<file path="src/rtl/tof_uart_reporter.sv">
// Time-of-flight meter: counts clk cycles from the signalSendt rise to the trigg rise,
// then reports the 32-bit count over an 8N1 UART, MSB byte first.
module tof_uart_reporter #(
  parameter int CLKS_PER_BIT = 87,
  parameter int CNT_W        = 32
) (
  input  logic clk,
  input  logic reset_n,
  input  logic trigg,
  input  logic signalSendt,
  output logic TX,
  output logic reset_led,
  output logic trigg_led,
  output logic signal_led
);

  localparam int BAUD_W = (CLKS_PER_BIT > 1) ? $clog2(CLKS_PER_BIT) : 1;
  localparam logic [BAUD_W-1:0] BAUD_LAST = BAUD_W'(CLKS_PER_BIT - 1);

  typedef enum logic [2:0] {
    IDLE,
    MEASURE,
    TX_START,
    TX_DATA,
    TX_STOP
  } state_t;

  state_t            state_q, state_n;
  logic [CNT_W-1:0]  cnt_q, cnt_n, cnt_inc;
  logic [CNT_W-1:0]  result_q, result_n;
  logic [BAUD_W-1:0] baud_q, baud_n;
  logic [2:0]        bit_q, bit_n;
  logic [1:0]        byte_q, byte_n;
  logic              tled_q, tled_n;
  logic              tx_q, tx_n;
  logic              sled_q;
  logic              rled_q;
  logic [7:0]        tx_byte;

  // [1:0] form the synchronizer, [2] is the previous synchronized value
  logic [2:0] trig_sh, send_sh;
  logic       trig_p, start_p;

  always_ff @(posedge clk) begin
    if (!reset_n) begin
      trig_sh <= '0;
      send_sh <= '0;
    end else begin
      trig_sh <= {trig_sh[1:0], trigg};
      send_sh <= {send_sh[1:0], signalSendt};
    end
  end

  assign trig_p  = trig_sh[1] & ~trig_sh[2];
  assign start_p = send_sh[1] & ~send_sh[2];
  assign cnt_inc = (&cnt_q) ? cnt_q : cnt_q + 1'b1;

  always_ff @(posedge clk) begin
    if (!reset_n) begin
      state_q  <= IDLE;
      cnt_q    <= '0;
      result_q <= '0;
      baud_q   <= '0;
      bit_q    <= '0;
      byte_q   <= '0;
      tled_q   <= 1'b0;
      tx_q     <= 1'b1;
      sled_q   <= 1'b0;
    end else begin
      state_q  <= state_n;
      cnt_q    <= cnt_n;
      result_q <= result_n;
      baud_q   <= baud_n;
      bit_q    <= bit_n;
      byte_q   <= byte_n;
      tled_q   <= tled_n;
      tx_q     <= tx_n;
      sled_q   <= (state_n == MEASURE);
    end
  end

  always_ff @(posedge clk) begin
    rled_q <= ~reset_n;
  end

  always_comb begin
    state_n  = state_q;
    cnt_n    = cnt_q;
    result_n = result_q;
    baud_n   = baud_q;
    bit_n    = bit_q;
    byte_n   = byte_q;
    tled_n   = tled_q;
    tx_n     = 1'b1;
    tx_byte  = '0;

    case (state_q)
      IDLE: begin
        if (start_p) begin
          cnt_n   = '0;
          state_n = MEASURE;
        end
      end
      MEASURE: begin
        // the cycle carrying the trigger pulse is itself one more period
        if (trig_p) begin
          result_n = cnt_inc;
          tled_n   = ~tled_q;
          byte_n   = '0;
          baud_n   = '0;
          state_n  = TX_START;
        end else begin
          cnt_n = cnt_inc;
        end
      end
      TX_START: begin
        if (baud_q == BAUD_LAST) begin
          baud_n  = '0;
          bit_n   = '0;
          state_n = TX_DATA;
        end else begin
          baud_n = baud_q + 1'b1;
        end
      end
      TX_DATA: begin
        if (baud_q == BAUD_LAST) begin
          baud_n = '0;
          if (bit_q == 3'd7) begin
            state_n = TX_STOP;
          end else begin
            bit_n = bit_q + 3'd1;
          end
        end else begin
          baud_n = baud_q + 1'b1;
        end
      end
      TX_STOP: begin
        if (baud_q == BAUD_LAST) begin
          baud_n = '0;
          if (byte_q == 2'd3) begin
            state_n = IDLE;
          end else begin
            byte_n  = byte_q + 2'd1;
            state_n = TX_START;
          end
        end else begin
          baud_n = baud_q + 1'b1;
        end
      end
      default: state_n = IDLE;
    endcase

    // line level is registered from the next state so TX never glitches
    tx_byte = result_n[{~byte_n, 3'b000} +: 8];
    case (state_n)
      TX_START: tx_n = 1'b0;
      TX_DATA:  tx_n = tx_byte[bit_n];
      default:  tx_n = 1'b1;
    endcase
  end

  assign TX         = tx_q;
  assign reset_led  = rled_q;
  assign trigg_led  = tled_q;
  assign signal_led = sled_q;

endmodule

</file>
<file path="config.mk">
export PLATFORM = sky130hd
export DESIGN_NAME = tof_uart_reporter
export DESIGN_NICKNAME = d
export VERILOG_FILES = /design/src/rtl/tof_uart_reporter.sv
export SDC_FILE = /design/constraint.sdc
export NUM_CORES = 1
export LEC_CHECK = 0
export CORE_MARGIN = 4
export CORE_UTILIZATION = 35
export DETAILED_ROUTE_END_ITERATION = 8
export PLACE_DENSITY_LB_ADDON = 0.08
export SYNTH_ARGS = -nofsm -noshare
export SYNTH_HDL_FRONTEND = slang
export SYNTH_SLANG_ARGS = --single-unit
</file>
<file path="constraint.sdc">
create_clock -name clk -period 5.1 [get_ports clk]
set_input_delay 1.53 -clock clk [delete_from_list [all_inputs] [get_ports clk]]
set_output_delay 1.53 -clock clk [all_outputs]
set_load 0.005 [all_outputs]
</file>
# Word level (Yosys, flattened, before mapping)
# Index checks and enable logic that the tools add are counted.
[op_classes] addsub=4 mul=0 n_div=0 n_lt_le_gt_ge=1 eq_ne=13 shift=1 muxes=28 n_bitwise=7 n_reduce_logical=8
[ops] cell="32-bit two-way mux" count=5
[ops] cell="32-bit one-hot mux with 2 select lines" count=1
[ops] cell="32-bit by 1-bit adder with 32-bit output, second input constant" count=1
[ops] cell="32-bit AND reduction" count=1
[ops] cell="32-bit by 6-bit indexed part select with 8-bit output" count=1
[ops] cell="3-bit two-way mux" count=9
[ops] cell="3-bit one-hot mux with 5 select lines" count=1
[ops] cell="7-bit two-way mux" count=2
[ops] cell="7-bit one-hot mux with 2 select lines" count=1
[ops] cell="3-bit by 2-bit == test with 1-bit output, second input constant" count=4
[ops] cell="2-bit two-way mux" count=4
[ops] cell="7-bit by 1-bit adder with 7-bit output, second input constant" count=1
[ops] cell="7-bit == test, second input constant" count=1
[ops] cell="3-bit by 1-bit == test with 1-bit output, second input constant" count=2
[ops] cell="3-bit == test, second input constant" count=2
[ops] cell="2-bit inequality test, second input constant" count=3
[ops] cell="3-bit one-hot mux with 2 select lines" count=1
[ops] cell="3-bit by 4-bit less-than comparator with 1-bit output, second input constant" count=1
[ops] cell="1-bit inverter" count=4
[ops] cell="2-bit one-hot mux with 2 select lines" count=1
[ops] cell="2-bit AND reduction" count=2
[ops] cell="2-bit nonzero test" count=2
[ops] cell="3-bit by 1-bit adder with 3-bit output, second input constant" count=1
[ops] cell="1-bit binary-select mux with 3-bit select" count=1
[ops] cell="other kinds (9)" count=10
[word_totals] reg_bits=89 latch_bits=0 ram_bits=0 romBits=0 input_bits=4 output_inout_bits=4 word_cells=74 memories=0

# Logic depth before layout (Yosys ltp)
[logic_depth] word_depth=9 depth_mapped=11 depth_no_buf=10

# Worst setup path after synthesis
# OpenSTA, ideal clock, no wires.
[synth_timing] path_kind="input to register" startpoint="in reset_n" endpoint="reg tx_q, in the netlist TX" setup_time_ns=0.122 t_arrival_ns=2.471 t_required_ns=4.978 path_slack_ns=2.507 path_stages=5 n_path_buf=0 path_cell_list="clkinv_1 -> o31ai_1 -> nand3_1 -> a211o_1 -> o32a_1"
[synth_lines] item="start, declared" line="8" text="input logic reset_n,"
[synth_lines] item="end signal, assigned" line="77" text="tx_q <= tx_n;"
[synth_lines] item="end, declared" line="35" text="logic tx_q, tx_n;"

# Worst setup path after layout
[layout_timing] startpoint="reg baud_q[3]" endpoint="reg tx_q, in the netlist TX"
[layout_between] elab_chain_len=8 elab_cells_between_ends=17 classes_between="eq/ne: 3; shift: 1; mux: 12; bitwise: 1"
[layout_lines] item="start, declared" line="31" text="logic [BAUD_W-1:0] baud_q, baud_n;"
[layout_lines] item="start signal, assigned" line="73" text="baud_q <= baud_n;"
[layout_lines] item="7-bit == test (*)" line="117, 126, 138"
[layout_lines] item="2-bit two-way mux" line="138" text="if (baud_q == BAUD_LAST) begin"
[layout_lines] item="2-bit one-hot mux with 2 select lines" line="97" text="case (state_q)"
[layout_lines] item="2-bit inverter" line="154" text="tx_byte = result_n[{~byte_n, 3'b000} +: 8];"
[layout_lines] item="32-bit by 6-bit indexed part select with 8-bit output" line="154"
[layout_lines] item="1-bit binary-select mux with 3-bit select" line="157" text="TX_DATA: tx_n = tx_byte[bit_n];"
[layout_lines] item="1-bit two-way mux (not written as such)" line="157"
[layout_lines] item="1-bit one-hot mux with 2 select lines (*)" line="155" text="case (state_n)"
# Mark *: on every way between the ends. The rest lies on a longest branch, timed or not. The select of a mux whose other input is x is not followed.
# A chain may end at the register's enable or synchronous reset.

==> results.py <==
metrics = {
    "clocking": {
        "cts_resized": 0,
        "cts_setup_buffers": 0,
        "cts_root_buf": "clkbuf_16",
        "htree_levels": 3,
        "cts_buffer_depth": 2,
        "cts_made_buffers": 9,
        "cts_tree": "built",
        "insertion_delay_ns": 0.34,
        "cts_hold_buf": 0,
        "path_clk_slew_ns": 0.06,
        "cts_sinks": 89,
    },
    "synthesis": {
        "synth_cell_types": 71,
        "netlist_area_sq_mm": 0.004936,
        "synth.largest_area_cell": "dfxtp_1",
        "synth_nets": 627,
        "synth_common_cells": "nor2_1 (94), dfxtp_1 (89), nand2_1 (50)",
        "async_flop_share": 0,
        "synth_edf_count": 0,
        "synth_flop_cell": "dfxtp_1",
        "synth.yosys.warnings": 0,
        "avgSynthCellArea_sq_um": 7.974,
        "syn_inst": 619,
        "synth_top_area_frac": 0.3610,
        "synth-seq-cells": 89,
        "synthMostInstantiatedCell": "nor2_1",
        "synth_top_cells_by_area": "dfxtp_1 (36%), nor2_1 (7.1%), a21oi_1 (4.9%), nand2_1 (3.8%), o21ai_0 (3.3%)",
        "yosysSeqAreaShare": 0.3610,
    },
    "placement": {
        "dpl-instance-area_sq_mm": 0.005060,
        "hpwl_microns": 9285,
        "gp_congestion": 0.7846,
        "preCtsSetupSlack_ns": 1.752,
        "io_buffers": 7,
    },
    "timing": {
        "relSlewSlack": 0.4033,
        "setup_tns_ns": 0,
        "slew_violations": 0,
        "setup_ws_ns": 2.073,
        "tightest_slew_ns": 0.8929,
        "finalCritPeriodShare": 0.5935,
        "period_needed_ns": 3.027,
        "rsz0062_at_grt": "false",
        "finalSetupViolCount": 0,
        "fmax_mhz": 330.4,
        "hold_viol": 0,
        "skew_ns": 0.005489,
    },
    "critical_path": {
        "path_class": "reg2reg",
        "critPathSlowestCell": "a2bb2oi_4",
        "crit_arrival_ns": 3.26,
        "worstSetupStartpointType": "flop",
        "end_kind": "flop",
        "max_stage_delay_ns": 0.57,
        "reg2reg_slack_ns": 2.07,
        "cp_cell_sequence": "nand4bb_1, nor3_4, a2bb2oi_4, mux2_1, o211ai_1, nand3_1, a211o_1, o32a_1",
        "ff2ff_path_depth": 8,
        "required_ns": 5.33,
        "path_max_fanout": 25,
        "r2r_end": "TX$_SDFF_PN1_",
        "reg2reg_from": "baud_q[3]$_SDFFE_PN0P_",
    },
    "die": {
        "placementRows": 43,
        "die_w_microns": 126.8,
        "ioPinCount": 8,
        "core_area_sq_mm": 0.01383,
        "dieHeight_microns": 126.8,
        "dieArea_sq_mm": 0.01607,
        "start_util": 0.3570,
    },
    "finish": {
        "multi_input_area_sq_mm": 0.002927,
        "seqCellArea_sq_mm": 0.001782,
        "diodes": 0,
        "fin_area_sq_mm": 0.005378,
        "final_util": 0.3889,
        "fillCellCount": 1383,
        "drive_above_1_share": 0.06468,
        "area_growth_pct": 8.948,
        "nets": 607,
    },
    "run": {
        "max_cap_viol_count": 0,
    },
    "detailed_routing": {
        "first_pass_iters": 5,
        "num_vias": 4386,
        "drcViolationCount": 0,
        "viasPerCell": 5.602,
        "wl_per_cell_microns": 17.47,
        "antenna_left": 0,
        "postRouteWirelength_microns": 13680,
        "drt_iter0_markers": 347,
    },
    "grt": {
        "grt_max_degree": 69,
        "grt_pass1_wl_microns": 22360,
        "busiest_layer": "met2",
        "overflow": 0,
        "grt.met2_usage": 0.2681,
        "first_global_vias": 4054,
        "antenna_found_initial": 0,
        "grtUsageTotal": 0.1740,
        "use_met1": 0.2458,
        "gr-usage-met3": 0.02653,
    },
    "hold_path": {
        "hp-class": "reg2reg",
        "worstHoldStart": "trig_sh[0]$_SDFF_PN0_",
        "hold_depth": 1,
        "hold_end": "trig_sh[1]$_SDFF_PN0_",
    },
    "pwr": {
        "leakage_nw": 1.803,
        "vdd_ir_drop_max_v": 0.0001280,
        "power_density_mw_per_mm2": 277.5,
        "fin_total_pwr_mw": 1.492,
    },
    "status": {
        "outcome": "completed",
    },
}
-- routing by layer --
layer | vias up | share of wire
li1 | 2216 | -
met1 | 2082 | 0.51
met2 | 66 | 0.44
met3 | 22 | 0.031
met4 | 0 | 0.022
met5 | - | 0
-- area by class of cell --
cell class                      instances  area share
Sequential cell                        89      0.3313
Clock buffer                           10     0.04444
Tap cell                              180     0.04188
Clock inverter                          5     0.01466
Timing Repair Buffer                   12     0.02001
Multi-Input combinational cell        482      0.5442
Inverter                                5    0.003490
-- per-stage QoR --
| step | hold WS [ns] | instances |
|---|---|---|
| 2_1_floorplan | 0.4119 | 619 |
| 3_3_place_gp | 0.4163 | 768 |
| 3_5_place_dp | 0.4196 | 768 |
| 4_1_cts | 0.4378 | 783 |
| 5_1_grt | 0.4725 | 783 |
| 6_report | 0.4338 | 783 |
-- layout by cell type (no fill, tap or decap), types with 15 or more instances in the layout --
cell,instances
nor2_1,94
nand2_1,50
dfxtp_1,89
nor3_1,18
xnor2_1,17
nand3_1,26
a211oi_1,21
o21ai_0,33
a21oi_1,48
and2_1,15
-- kinds of logic after synthesis --
kind of cell | after synthesis | share of synthesized area
buf+inv | 48 | 0.04639
compound gates | 166 | 0.2299
fa+ha+maj | 4 | 0.01014
mux | 12 | 0.02459
flops | 89 | 0.3610
xor+xnor | 26 | 0.04613
simple gates | 274 | 0.2819
-- power by group --
| group | internal [mW] | switching, mW |
|---|---|---|
| Combinational | 0.0189 | 0.0451 |
| Sequential | 0.701 | 0.00481 |
| Clock | 0.440 | 0.282 |
-- worst max path at each step --
stage	startpoint	cells after the start	slack [ns]	endpoint
2_1_floorplan	reset_n	5	2.51	TX$_SDFF_PN1_
3_3_place_gp	reset_n	6	1.83	signal_led$_SDFF_PN0_
3_5_place_dp	reset_n	7	1.75	TX$_SDFF_PN1_
4_1_cts	baud_q[3]$_SDFFE_PN0P_	8	2.08	TX$_SDFF_PN1_
5_1_grt	state_q[1]$_SDFF_PN0_	7	1.70	TX$_SDFF_PN1_
6_report	baud_q[3]$_SDFFE_PN0P_	8	2.07	TX$_SDFF_PN1_
-- critical path, delay by kind of cell, from the launching register on --
family           cells  cell delay (ns)
flip-flops           1             0.34
AND/OR/NAND/NOR      3             0.95
multiplexers         1             0.39
AO/OA/AOI/OAI        4             1.21
-- flip-flops by register name, indices dropped and copies added, names as in the netlist --
register    flops
trigg_led       1
result_q       32
reset_led       1
baud_q          7
state_q         3
signal_led      1
bit_q           3
cnt_q          32
trig_sh         3
byte_q          2
TX              1
send_sh         3
(Power assumes the default switching activity.)
